<file path="config.mk">
export PLATFORM = sky130hd
export DESIGN_NAME = cond_unit
export DESIGN_NICKNAME = d
export VERILOG_FILES = /design/src/rtl/cond_unit.sv
export SDC_FILE = /design/constraint.sdc
export NUM_CORES = 1
export LEC_CHECK = 0
export CAP_MARGIN = 20
export CORE_UTILIZATION = 44
export DETAILED_ROUTE_END_ITERATION = 10
export PLACE_DENSITY_LB_ADDON = 0.2
export SLEW_MARGIN = 20
export SYNTH_ARGS = -nofsm -noshare
export SYNTH_HDL_FRONTEND = slang
export SYNTH_SLANG_ARGS = --single-unit
</file>
<file path="constraint.sdc">
create_clock -name clk -period 2.68 [get_ports clk]
set_clock_uncertainty 0.05 [all_clocks]
set_input_delay 0.536 -clock clk [delete_from_list [all_inputs] [get_ports clk]]
set_output_delay 0.536 -clock clk [all_outputs]
set_load 0.02 [all_outputs]
</file>
<file path="src/rtl/cond_unit.sv">
// Condition unit for an ARM-style datapath.
// Evaluates the condition field against one of NBANK NZCV flag banks and
// latches the result into CondEx. It gates the controller's write requests
// with that latched result, updates flags, saves and restores flags, and
// counts instructions that were skipped because their condition failed.
module cond_unit #(
    parameter int NBANK   = 2,
    parameter int BSW     = (NBANK > 1) ? $clog2(NBANK) : 1,
    parameter int CNT_W   = 16,
    parameter bit NV_EXEC = 1'b0
) (
    input  logic             clk,
    input  logic             reset,
    input  logic [3:0]       Cond,
    input  logic [3:0]       ALUFlags,
    input  logic [1:0]       FlagW,
    input  logic [BSW-1:0]   BankSel,
    input  logic             Latch,
    input  logic             PCS,
    input  logic             NextPC,
    input  logic             RegW,
    input  logic             MemW,
    input  logic             FlagSave,
    input  logic             FlagRestore,
    input  logic             CntClr,
    output logic             PCWrite,
    output logic             RegWrite,
    output logic             MemWrite,
    output logic             CondEx,
    output logic [3:0]       Flags,
    output logic [CNT_W-1:0] SkipCnt
);

    logic [3:0]       bank [NBANK];
    logic [3:0]       saved;
    logic             cond_q;
    logic [CNT_W-1:0] skip_q;
    logic [3:0]       flags_sel;
    logic             cond_pass;
    logic             n_f, z_f, c_f, v_f, ge;

    assign n_f = flags_sel[3];
    assign z_f = flags_sel[2];
    assign c_f = flags_sel[1];
    assign v_f = flags_sel[0];
    assign ge  = (n_f == v_f);

    // Route the selected bank to the output. A selector value that has no
    // bank behind it (NBANK not a power of two) reads as zero.
    always_comb begin
        flags_sel = 4'b0000;
        for (int i = 0; i < NBANK; i++) begin
            if (BankSel == BSW'(i)) flags_sel = bank[i];
        end
    end

    // Decode the condition field against the pre-edge flags of the selected bank.
    always_comb begin
        cond_pass = 1'b0;
        case (Cond)
            4'b0000: cond_pass = z_f;
            4'b0001: cond_pass = !z_f;
            4'b0010: cond_pass = c_f;
            4'b0011: cond_pass = !c_f;
            4'b0100: cond_pass = n_f;
            4'b0101: cond_pass = !n_f;
            4'b0110: cond_pass = v_f;
            4'b0111: cond_pass = !v_f;
            4'b1000: cond_pass = c_f && !z_f;
            4'b1001: cond_pass = !(c_f && !z_f);
            4'b1010: cond_pass = ge;
            4'b1011: cond_pass = !ge;
            4'b1100: cond_pass = !z_f && ge;
            4'b1101: cond_pass = !(!z_f && ge);
            4'b1110: cond_pass = 1'b1;
            4'b1111: cond_pass = NV_EXEC;
            default: cond_pass = 1'b0;
        endcase
    end

    // Update the flag banks. Only the selected bank changes. A restore wins
    // over a flag write on the same edge. Flag writes are gated by the
    // CondEx value that was latched earlier, not by the one being latched now.
    always_ff @(posedge clk or negedge reset) begin
        if (!reset) begin
            for (int i = 0; i < NBANK; i++) bank[i] <= 4'b0000;
        end else begin
            for (int i = 0; i < NBANK; i++) begin
                if (BankSel == BSW'(i)) begin
                    if (FlagRestore) begin
                        bank[i] <= saved;
                    end else begin
                        if (FlagW[1] && cond_q) bank[i][3:2] <= ALUFlags[3:2];
                        if (FlagW[0] && cond_q) bank[i][1:0] <= ALUFlags[1:0];
                    end
                end
            end
        end
    end

    // Copy the selected bank into the saved register. When a restore happens
    // on the same edge, the bank and the saved register swap contents.
    always_ff @(posedge clk or negedge reset) begin
        if (!reset)        saved <= 4'b0000;
        else if (FlagSave) saved <= flags_sel;
    end

    // Latch the condition result during decode.
    always_ff @(posedge clk or negedge reset) begin
        if (!reset)     cond_q <= 1'b0;
        else if (Latch) cond_q <= cond_pass;
    end

    // Count latched instructions whose condition failed. The count saturates
    // at all ones, and a clear wins over an increment on the same edge.
    always_ff @(posedge clk or negedge reset) begin
        if (!reset) begin
            skip_q <= '0;
        end else if (CntClr) begin
            skip_q <= '0;
        end else if (Latch && !cond_pass && (skip_q != '1)) begin
            skip_q <= skip_q + CNT_W'(1);
        end
    end

    assign PCWrite  = NextPC | (PCS & cond_q);
    assign RegWrite = RegW & cond_q;
    assign MemWrite = MemW & cond_q;
    assign CondEx   = cond_q;
    assign Flags    = flags_sel;
    assign SkipCnt  = skip_q;

endmodule

</file>
==> results of run 1 <==
-- sequential cells by signal, indices dropped and copies added (netlist names) --
signal   count
SkipCnt     16
bank         8
saved        4
CondEx       1
-- power by group through the flow --
stage               Combinational, µW  Sequential (µW)  Clock [µW]
floorplan                         342              597           0
global placement                  675              589           0
detailed placement                702              598           0
CTS                               737              591         488
global route                      818              598         511
finish                            771              587         484
-- cell families after synthesis --
| logic type | after synthesis | synth area share [%] |
|---|---|---|
| AND/OR/NAND/NOR | 68 | 22.5 |
| AO/OA/AOI/OAI | 37 | 12.8 |
| flip-flops | 29 | 40.5 |
| multiplexers | 27 | 18.9 |
| buffers and inverters | 10 | 3.07 |
| XOR/XNOR | 3 | 1.47 |
| adder cells (fa/ha/maj) | 1 | 0.698 |
-- worst max-delay path, stage by stage (launching register included) --
cell and delay [ns]:
dfrtp_1 0.42, mux4_2 0.51, mux2i_2 0.18, or3b_1 0.35, or4_4 0.52, buf_12 0.18
or3_1 0.31, a21oi_1 0.14
-- synth_stat cells, types with 2 or more instances --
cell / instances
nand3_1: 5
and2_1: 2
mux4_1: 2
o21ai_0: 9
nand2_1: 9
buf_6: 2
o31ai_1: 5
nand4_1: 8
or3_1: 9
mux2i_1: 5
dfrtp_1: 29
nand2b_1: 2
xnor2_1: 2
clkbuf_1: 2
nor2_1: 8
a21o_1: 2
and4_1: 3
mux2_2: 19
inv_1: 3
a21oi_1: 15
nor2b_1: 7
or2_2: 3
or4_1: 6
-- area by class of cell --
type | instances | area share, %
well taps | 48 | 2.22
clock buffers | 6 | 3.06
repair buffers | 73 | 25.6
flip-flops and latches | 29 | 26.9
clock inverters | 2 | 1.39
multi-input cells | 136 | 40.4
inverters | 3 | 0.417
-- timing repair --
action	in CTS	in global routing
resized for setup	21	13
cloned	1	0
setup endpoints to repair	20	16
hold buffers	0	0
setup buffers	1	2
pin swaps	20	2
-- routing by layer --
| layer | GRT usage, % | routed length [µm] | vias to the layer above |
|---|---|---|---|
| met4 | 11.7 | 89 | 0 |
| met5 | 0 | 0 | - |
| met3 | 4.66 | 255 | 12 |
| met2 | 36.9 | 2410 | 57 |
| met1 | 31.0 | 2150 | 830 |
| li1 | - | - | 814 |
-- per-stage QoR --
| step | hold WS [ns] | worst slack (ns) | std cells |
|---|---|---|---|
| floorplan | 0.190 | 0.00133 | 175 |
| global placement | 0.435 | -0.638 | 285 |
| detailed placement | 0.444 | -0.700 | 285 |
| CTS | 0.462 | -0.128 | 295 |
| global route | 0.491 | -0.113 | 297 |
| finish | 0.459 | -0.0511 | 297 |
-- path summary, 6_finish.rpt --
kind / cells after the start / to / slack (ns) / startpoint
min in group asynchronous: 2 / SkipCnt[8]$_DFFE_PN0P_ / 0.58 / reset
max reg2reg: 7 / SkipCnt[6]$_DFFE_PN0P_ / -0.05 / bank[0]$_DFFE_PN0P_
max: 7 / SkipCnt[6]$_DFFE_PN0P_ / -0.05 / bank[0]$_DFFE_PN0P_
min: 1 / saved[0]$_DFFE_PN0P_ / 0.46 / saved[0]$_DFFE_PN0P_
max in group asynchronous: 2 / bank[5]$_DFFE_PN0P_ / 1.72 / reset
min reg2reg: 1 / saved[0]$_DFFE_PN0P_ / 0.46 / saved[0]$_DFFE_PN0P_
==> impl_results.md, run 1 <==
- Die W: about 66 µm
- Endpoints failing hold: 0
- Synth Warn #: 0
- Cts bufs inserted: 5
- Most frequent cells in the layout: clkdlybuf4s50_1 (40), dfrtp_1 (29), buf_4 (27)
- Top post-synthesis cells by area: dfrtp_1 (41%), mux2_2 (12%), a21oi_1 (4.2%)
- H-tree depth: 2
- Max Clock Freq: 366 MHz
- Period utilisation layout: 102%
- Multi-input gate area: 1090 µm²
- CTS clock-pin slew for the worst setup and hold paths: 0.07 ns
- Internal cell power: 1280 µW
- DPL Wire Length: 3370 µm
- Post-synth EDFFs: 0
- Syn Nets: 197
- Clock root buffer: clkbuf_8
- FF/Latch Area: 726 µm²
- Final setup viols: 8
- Sw Pwr: 566 µW
- Setup_tns: -0.268 ns
- Combinational Power Share: 41.9%
- Fin area: 2700 µm²
- DR pass1 iterations: 4
- Clock Path Buffers: 2
- DP Area: between 2000 and 2500 µm²
- MaxCap Viol Count: 0
- Failing checks: negative setup slack
- Layout area overhead: 50.8%
- Initial Util: between 40% and 50%
- Drt initial violations: 186
- Core Footprint: 3770 µm²
- CTS tree: done
- Routed wire length per instance: 16.5 µm
- Avg Cell Area, Syn: 10.2 µm²
- Dominant cell type by area after synthesis: dfrtp_1
- Switching share of power: 30.7%
- Largest net degree at the start of global routing: 30
- Setup WS post-layout: -0.0511 ns
- Post-Syn Instances: 175
- Clk Latency, worst-skew pair: 0.29 ns
- Rel. slew slack: 75.0%
- Number of diodes: 0
- Post-layout power: around 1800 µW
- Sequential area share after synthesis: around 41%
- Clock Power Share: between 20% and 30%
- Die Y: 65.8 µm
- Initial antenna violation count: 0
- Gr usage total: between 20% and 30%
- Post-Syn Area: 1790 µm²
- Status: complete, but fails checks
- Sequential share of power: 31.9%
- Leakage: 0.00109 µW
- Final #Nets: 270
- Worst vdd ir: 469 µV
- Min Clock Period, post-route: 2.73 ns
- Clk sinks: 29
- Synth top area share: 40.5%
- Post-synthesis register bit count: 29
- GPL Wtd Cong: between 0.8 and 0.9
- Drc violations: 0
- Crit path kind: reg2reg
- Share of cells above drive strength 1: between 30% and 40%
- Vias in the first global route: 1,621
- CP startpoint kind: flop
- Worst path arrival time: ~2.9 ns
- Fillers: 276
- Leading cell type in the layout, fill and taps excluded: clkdlybuf4s50_1
- Worst Hold Class: reg2reg
- # IOs: between 40 and 50
- RSZ-0062 raised after global routing: yes
- Top_reg_cell synth: dfrtp_1
- Yosys cell types: 41
- Antenna Nets Post-Route: 0
- CP endpoint kind: flop
- CP Data Required Time: ~2.9 ns
- Final global-route overflow total: 0
- Share of flip-flops with an asynchronous set or reset: 100%
- Num rows: 22
- First-pass GRT wire length: 7580 µm
- Post-Route WL: 4910 µm
- Slew @ Worst Pin: 0.376 ns
- Via count: 1,713
- Via density per instance: 5.77
- CP max FO: 7
- Full die area: 4330 µm²
- Final core occ: ~72%
- Power density over the cells: 682 nW/µm²
- # port buffers: between 40 and 50
- Max Slew Vio Count: 0
No activity file was read; power rests on OpenSTA's default activity.
==> inputs of run 2 (changes only) <==
CELL_PAD_IN_SITES_DETAIL_PLACEMENT = 1   (was unset)
CELL_PAD_IN_SITES_GLOBAL_PLACEMENT = 1   (was unset)
CORE_UTILIZATION = 34   (was 44)
==> run 2 against run 1 <==
Against the previous run: cell count grew 7.7%; sequential share of layout area shrank 0.57 points; non-clock buffer count grew 1; combinational power grew 0.6%; flip-flop and latch count is the same; largest power group unchanged; the flow still finishes with violations (negative setup slack); maximum frequency shrank 1.8%; die area grew 28%; worst setup slack lost 0.051 ns; register-to-register slack lost 0.05 ns; sequential power grew 2%; total power grew 0.94%.
==> impl_results.md, run 2 (synthesis results as in run 1) <==
- Rel. slew slack: 54.0% (-21 points)
- Place WS: -0.713 ns (-0.0128 ns)
- Worst vdd ir: 405 µV (-14%)
- Number of diodes: 0 (unchanged)
- Setup_tns: -0.520 ns (-0.251 ns)
- RSZ-0062 raised after global routing: yes
- Drc violations: 0 (unchanged)
- Crit path kind: reg2reg
- Setup WS post-layout: -0.102 ns (-0.0507 ns)
- Max Clock Freq: 359 MHz (-1.8%)
- CTS tree: done
- Most frequent cells in the layout: clkdlybuf4s50_1 (41), dfrtp_1 (29), buf_4 (26)
- CP endpoint kind: flop
- Layout area overhead: 54.1%
- Clk sinks: 29 (unchanged)
- CP Data Required Time: 2.83 ns (-0.02 ns)
- Final instance count without filler cells: 320 (+7.7%)
- Final core occ: 54.4% (-17 points)
- Share of cells above drive strength 1: 35.6% (+1.9 points)
- Slowest CP cell: or4_4
- First-pass GRT wire length: 9100 µm (+20%)
- Hold_ws: 0.457 ns (-0.00218 ns)
- Initial Util: 35.3% (-12 points)
- Num rows: 26 (+18%)
- DPL Wire Length: 4060 µm (+20%)
- H-tree depth: 2 (unchanged)
- Final #Nets: 271 (+0.37%)
- Failing checks: negative setup slack
- Hold buffers post-CTS: 0 (unchanged)
- CP max FO: 7 (unchanged)
- Cts bufs inserted: 5 (unchanged)
- Max reg flops: 16 (unchanged)
- Full die area: 5560 µm² (+28%)
- Max Slew Vio Count: 0 (unchanged)
- CTS clock-pin slew for the worst setup and hold paths: 0.07 ns (about the same)
- Slowest Stage Delay on Critical Path: 0.52 ns (about the same)
- Worst Hold Class: reg2reg
- Final setup viols: 10 (+2)
- Vias in the first global route: 1,923 (+19%)
- Final global-route overflow total: 0 (unchanged)
- GPL Wtd Cong: 0.815 (-3.4%)
- Min Clock Period, post-route: 2.78 ns (+0.0507 ns)
- Core Footprint: 5070 µm² (+35%)
- Gr usage total: 21.7% (-1.9 points)
- Clock root buffer: clkbuf_8
- Worst path arrival time: 2.93 ns (+0.03 ns)
- Die W: 74.6 µm (+13%)
- # port buffers: 44 (unchanged)
- Leakage: 0.00108 µW (-0.94%)
- Largest net degree at the start of global routing: 30 (unchanged)
- CP startpoint kind: flop
- Placed cells: 309 (+8.4%)
- Slew @ Worst Pin: 0.688 ns (+0.312 ns)
- Drt initial violations: 58 (-69%)
- Power density over the cells: 674 nW/µm² (-1.2%)
- Period utilisation layout: 104% (+1.9 points)
- Leading cell type in the layout, fill and taps excluded: clkdlybuf4s50_1
- Initial antenna violation count: 0 (unchanged)
- Die Y: 74.6 µm (+13%)
- Status: complete, but fails checks
- # IOs: 45 (unchanged)
- Antenna Nets Post-Route: 0 (unchanged)
- Endpoints failing hold: 0 (unchanged)
- Via density per instance: 5.48 (-5.1%)
- DR pass1 iterations: 4 (unchanged)
- Fillers: 576 (+110%)
- Routed wire length per instance: 18.1 µm (+9.7%)
- MaxCap Viol Count: 0 (unchanged)
- Post-Route WL: 5810 µm (+18%)
- Clk Latency, worst-skew pair: 0.28 ns (about the same)
- Cells along the critical path: mux4_2 -> mux2i_2 -> or3b_1 -> or4_4 -> buf_16 -> or3_4 -> a21oi_2
- Clock Path Buffers: 2 (unchanged)
- Via count: 1,752 (+2.3%)
==> run 2: area by class of cell <==
type | count | area, µm² | share of cell area (%)
multi-input combinational | 136 | 1110 | 40.3
sequential | 29 | 726 | 26.3
timing repair buffer | 74 | 703 | 25.5
tap | 70 | 87.6 | 3.17
clock buffer | 6 | 82.6 | 2.99
clock inverter | 2 | 37.5 | 1.36
inverter | 3 | 11.3 | 0.408
==> run 2: worst paths after layout <==
check,startpoint,end,slack (ns),depth (start not counted)
setup / recovery,bank[7]$_DFFE_PN0P_,SkipCnt[2]$_DFFE_PN0P_,-0.10,7
hold / removal,saved[3]$_DFFE_PN0P_,saved[3]$_DFFE_PN0P_,0.46,1
setup reg to reg,bank[7]$_DFFE_PN0P_,SkipCnt[2]$_DFFE_PN0P_,-0.10,7
hold reg to reg,saved[3]$_DFFE_PN0P_,saved[3]$_DFFE_PN0P_,0.46,1
max in group asynchronous,reset,saved[1]$_DFFE_PN0P_,1.69,2
min in group asynchronous,reset,SkipCnt[7]$_DFFE_PN0P_,0.60,2
==> run 2: worst max-delay path, delay by kind of cell, from the launching register on <==
kind | cells | cell delay, ns
AND/OR/NAND/NOR | 3 | 1.20
multiplexers | 2 | 0.67
flip-flops | 1 | 0.43
buffers and inverters | 1 | 0.18
AO/OA/AOI/OAI | 1 | 0.15
==> run 2: repair_timing <==
item	in CTS	in global routing
endpoints found under the setup margin	20	15
resized for setup	24	16
gates cloned	1	0
setup buffers	1	1
pin swaps	23	10
==> run 2: per-stage QoR <==
step	area, µm²	power [µW]
3_3_place_gp	2490	1280
2_1_floorplan	1790	938
5_1_grt	2760	1960
4_1_cts	2680	1850
6_report	2760	1860
3_5_place_dp	2490	1310
==> run 2: per-layer routing <==
metal / vias up / part of all wire [%] / track usage, %
met5: - / 0 / 0
met4: 0 / 1.3 / 6.08
met3: 8 / 3.7 / 4.74
met2: 45 / 51 / 39.1
met1: 884 / 44 / 25.8
li1: 815 / - / -
==> run 2: report_power, final <==
group          switching, µW  leakage (µW)  internal [µW]  total, µW
clock                    185     0.0000574            302        487
sequential              76.0      0.000374            520        596
combinational            321      0.000652            456        776
==> inputs of run 3 (changes only) <==
ABC_CLOCK_PERIOD_IN_PS = 2680   (was unset)
CORE_ASPECT_RATIO = 1.5   (was unset)
==> run 3 against run 2 <==
Against the previous run: clock power down 6.8%; cell count down 0.94%; non-clock buffer count unchanged; wire length up 1.9%; critical endpoint is now SkipCnt[6]$_DFFE_PN0P_; largest power group unchanged; final area up 0.18%; sequential share of layout area about the same; highest routed layer unchanged; flip-flop and latch count unchanged; via count up 0.34%; total power down 0.41%; first-iteration DRC count down 19%; count of clock-buffer cells in the layout down 1; the flow still finishes with violations (negative setup slack); core utilization down 0.43 points.
==> impl_results.md, run 3 (synthesis results as in run 1) <==
- Status: complete, but fails checks
- Failing checks: negative setup slack
- Worst vdd ir: 413 µV (+1.9%)
- CTS clock-pin slew for the worst setup and hold paths: 0.07 ns (about the same)
- Min Clock Period, post-route: 2.72 ns (-0.0632 ns)
- CP Data Required Time: 2.85 ns (+0.02 ns)
- DR pass1 iterations: 4 (unchanged)
- DPL Wire Length: 4220 µm (+4.0%)
- Leakage: 0.00109 µW (+0.88%)
- Die W: 61.3 µm (-18%)
- Core Footprint: 5120 µm² (+0.99%)
- Worst Path Buf+Inv: 2 (+1)
- Reg2Reg Depth: 8 (+1)
- Reg-to-reg endpoint: SkipCnt[6]$_DFFE_PN0P_
- Cells along the critical path: buf_6 -> xnor2_2 -> mux4_2 -> mux2i_2 -> or4_4 -> buf_6 -> or3_1 -> a21oi_2
- Final instance count without filler cells: 317 (-0.94%)
- Full die area: 5570 µm² (+0.10%)
- Crit path kind: reg2reg
- Vias in the first global route: 1,994 (+3.7%)
- Drc violations: 0 (unchanged)
- Most frequent cells in the layout: clkdlybuf4s50_1 (40), dfrtp_1 (29), buf_4 (24)
- RSZ-0062 raised after global routing: yes
- H-tree depth: 2 (unchanged)
- Max Slew Vio Count: 0 (unchanged)
- Setup WS post-layout: -0.0386 ns (+0.0632 ns)
- Antenna Nets Post-Route: 0 (unchanged)
- Power density over the cells: 670 nW/µm² (-0.59%)
- CTS tree: done
- Initial antenna violation count: 0 (unchanged)
- Final global-route overflow total: 0 (unchanged)
- RR Startpoint: bank[0]$_DFFE_PN0P_
- CP startpoint kind: flop
- Hold_ws: 0.459 ns (+0.00201 ns)
- Drt initial violations: 47 (-19%)
- Clock root buffer: clkbuf_8
- Num rows: 32 (+23%)
- Final core occ: 54.0% (-0.43 points)
- Clk sinks: 29 (unchanged)
- CP max FO: 8 (+1)
- Worst setup path end: SkipCnt[6]$_DFFE_PN0P_
- First-pass GRT wire length: 9660 µm (+6.1%)
- Routed wire length per instance: 18.7 µm (+2.8%)
- Stages on the worst setup path: 8 (+1)
- Max reg flops: 16 (unchanged)
- Share of cells above drive strength 1: 37.8% (+2.2 points)
- Clk Latency, worst-skew pair: 0.29 ns (about the same)
- # IOs: 45 (unchanged)
- Post-Route WL: 5920 µm (+1.9%)
- Via density per instance: 5.55 (+1.3%)
- Slowest Stage Delay on Critical Path: 0.59 ns (+0.07 ns)
- Layout area overhead: 54.3%
- Initial Util: 35.0% (-0.34 points)
- Slowest CP cell: or4_4
- R2r setup slk: -0.04 ns (+0.06 ns)
- Clock Path Buffers: 2 (unchanged)
- Worst Hold Class: reg2reg
- Hold path start: saved[3]$_DFFE_PN0P_
- Cell mode on critical path: buf_6
- Gr usage total: 23.6% (+1.9 points)
- Final setup viols: 10 (unchanged)
- Worst path arrival time: 2.89 ns (-0.04 ns)
- Via count: 1,758 (+0.34%)
- Endpoints failing hold: 0 (unchanged)
- GPL Wtd Cong: 0.822 (+0.83%)
- Hold buffers post-CTS: 0 (unchanged)
- # port buffers: 44 (unchanged)
- Cts bufs inserted: 5 (unchanged)
- Placed cells: 304 (-1.6%)
- Place WS: -0.747 ns (-0.0337 ns)
- Rel. slew slack: 61.0% (+7.0 points)
- Fillers: 602 (+4.5%)
- Slew @ Worst Pin: 0.570 ns (-0.118 ns)
- CP endpoint kind: flop
- Largest net degree at the start of global routing: 30 (unchanged)
- Number of diodes: 0 (unchanged)
- Max Clock Freq: 368 MHz (+2.3%)
- Leading cell type in the layout, fill and taps excluded: clkdlybuf4s50_1
- Top delay family on crit path: simple AND/OR/NAND/NOR gates
- Worst Setup SP: bank[0]$_DFFE_PN0P_
- Final #Nets: 271 (unchanged)
- MaxCap Viol Count: 0 (unchanged)
- Post-layout power: 1850 µW (-0.41%)
- Die Y: 90.9 µm (+22%)
- Period utilisation layout: 101% (-2.4 points)
run 3: cell count changes in the layout (fill, tap and decap cells not counted), sizes merged:
cell	previous run	this run
clkinv	0	1
clkdlybuf4s15	1	0
dlymetal6s2s	1	0
clkdlybuf4s50	41	40
clkbuf	6	5
dlygate4sd2	0	3
clkinvlp	1	0
run 3: per-stage QoR:
stage	area [µm²]	setup TNS [ns]
after global placement	2450	-10.68
final	2770	-0.169
after detailed placement	2450	-11.70
after global routing	2770	-0.993
after CTS	2700	-0.537
after floorplan	1790	0
run 3: layout make-up:
| class | count | area [µm²] | area share (%) |
|---|---|---|---|
| Tap cell | 68 | 85.1 | 3.08 |
| Timing Repair Buffer | 74 | 679 | 24.6 |
| Clock buffer | 5 | 68.8 | 2.49 |
| Multi-Input combinational cell | 136 | 1160 | 41.9 |
| Inverter | 3 | 11.3 | 0.407 |
| Clock inverter | 2 | 35.0 | 1.27 |
| Sequential cell | 29 | 726 | 26.2 |
run 3: worst register-to-register path: cells and delay by family, from the launching register on:
| kind | cells | cell delay (ns) |
|---|---|---|
| compound gates | 1 | 0.14 |
| xor+xnor | 1 | 0.14 |
| buf+inv | 2 | 0.32 |
| flops | 1 | 0.43 |
| mux | 2 | 0.68 |
| simple gates | 2 | 0.90 |
run 3: worst min path at each step:
| stage | slack (ns) | endpoint | cells past startpoint |
|---|---|---|---|
| after floorplan | 0.19 | CondEx$_DFFE_PN0P_ | 0 |
| after global placement | 0.43 | saved[3]$_DFFE_PN0P_ | 1 |
| after detailed placement | 0.45 | saved[3]$_DFFE_PN0P_ | 1 |
| after CTS | 0.46 | saved[3]$_DFFE_PN0P_ | 1 |
| after global routing | 0.47 | saved[3]$_DFFE_PN0P_ | 1 |
| final | 0.46 | saved[3]$_DFFE_PN0P_ | 1 |
run 3: report_power, final:
group	switching, µW	total, µW	internal, µW
clock network	184	454	270
registers	84.0	604	520
logic	335	793	458
total	604	1850	1250
run 3: timing repair:
action	CTS	global route
gates cloned	0	0
setup buffers	6	0
resized for setup	32	14
pin swaps	27	6
endpoints found under the hold margin	0	0
endpoints found under the setup margin	19	16
run 3: metal layers:
metal | share of wire (%) | wire [µm] | vias to the layer above | GRT usage [%]
met2 | 60 | 3570 | 37 | 44.7
met3 | 2.7 | 160 | 11 | 5.01
li1 | - | - | 811 | -
met4 | 2.1 | 126 | 0 | 9.09
met1 | 35 | 2060 | 899 | 23.0
met5 | 0 | 0 | - | 0
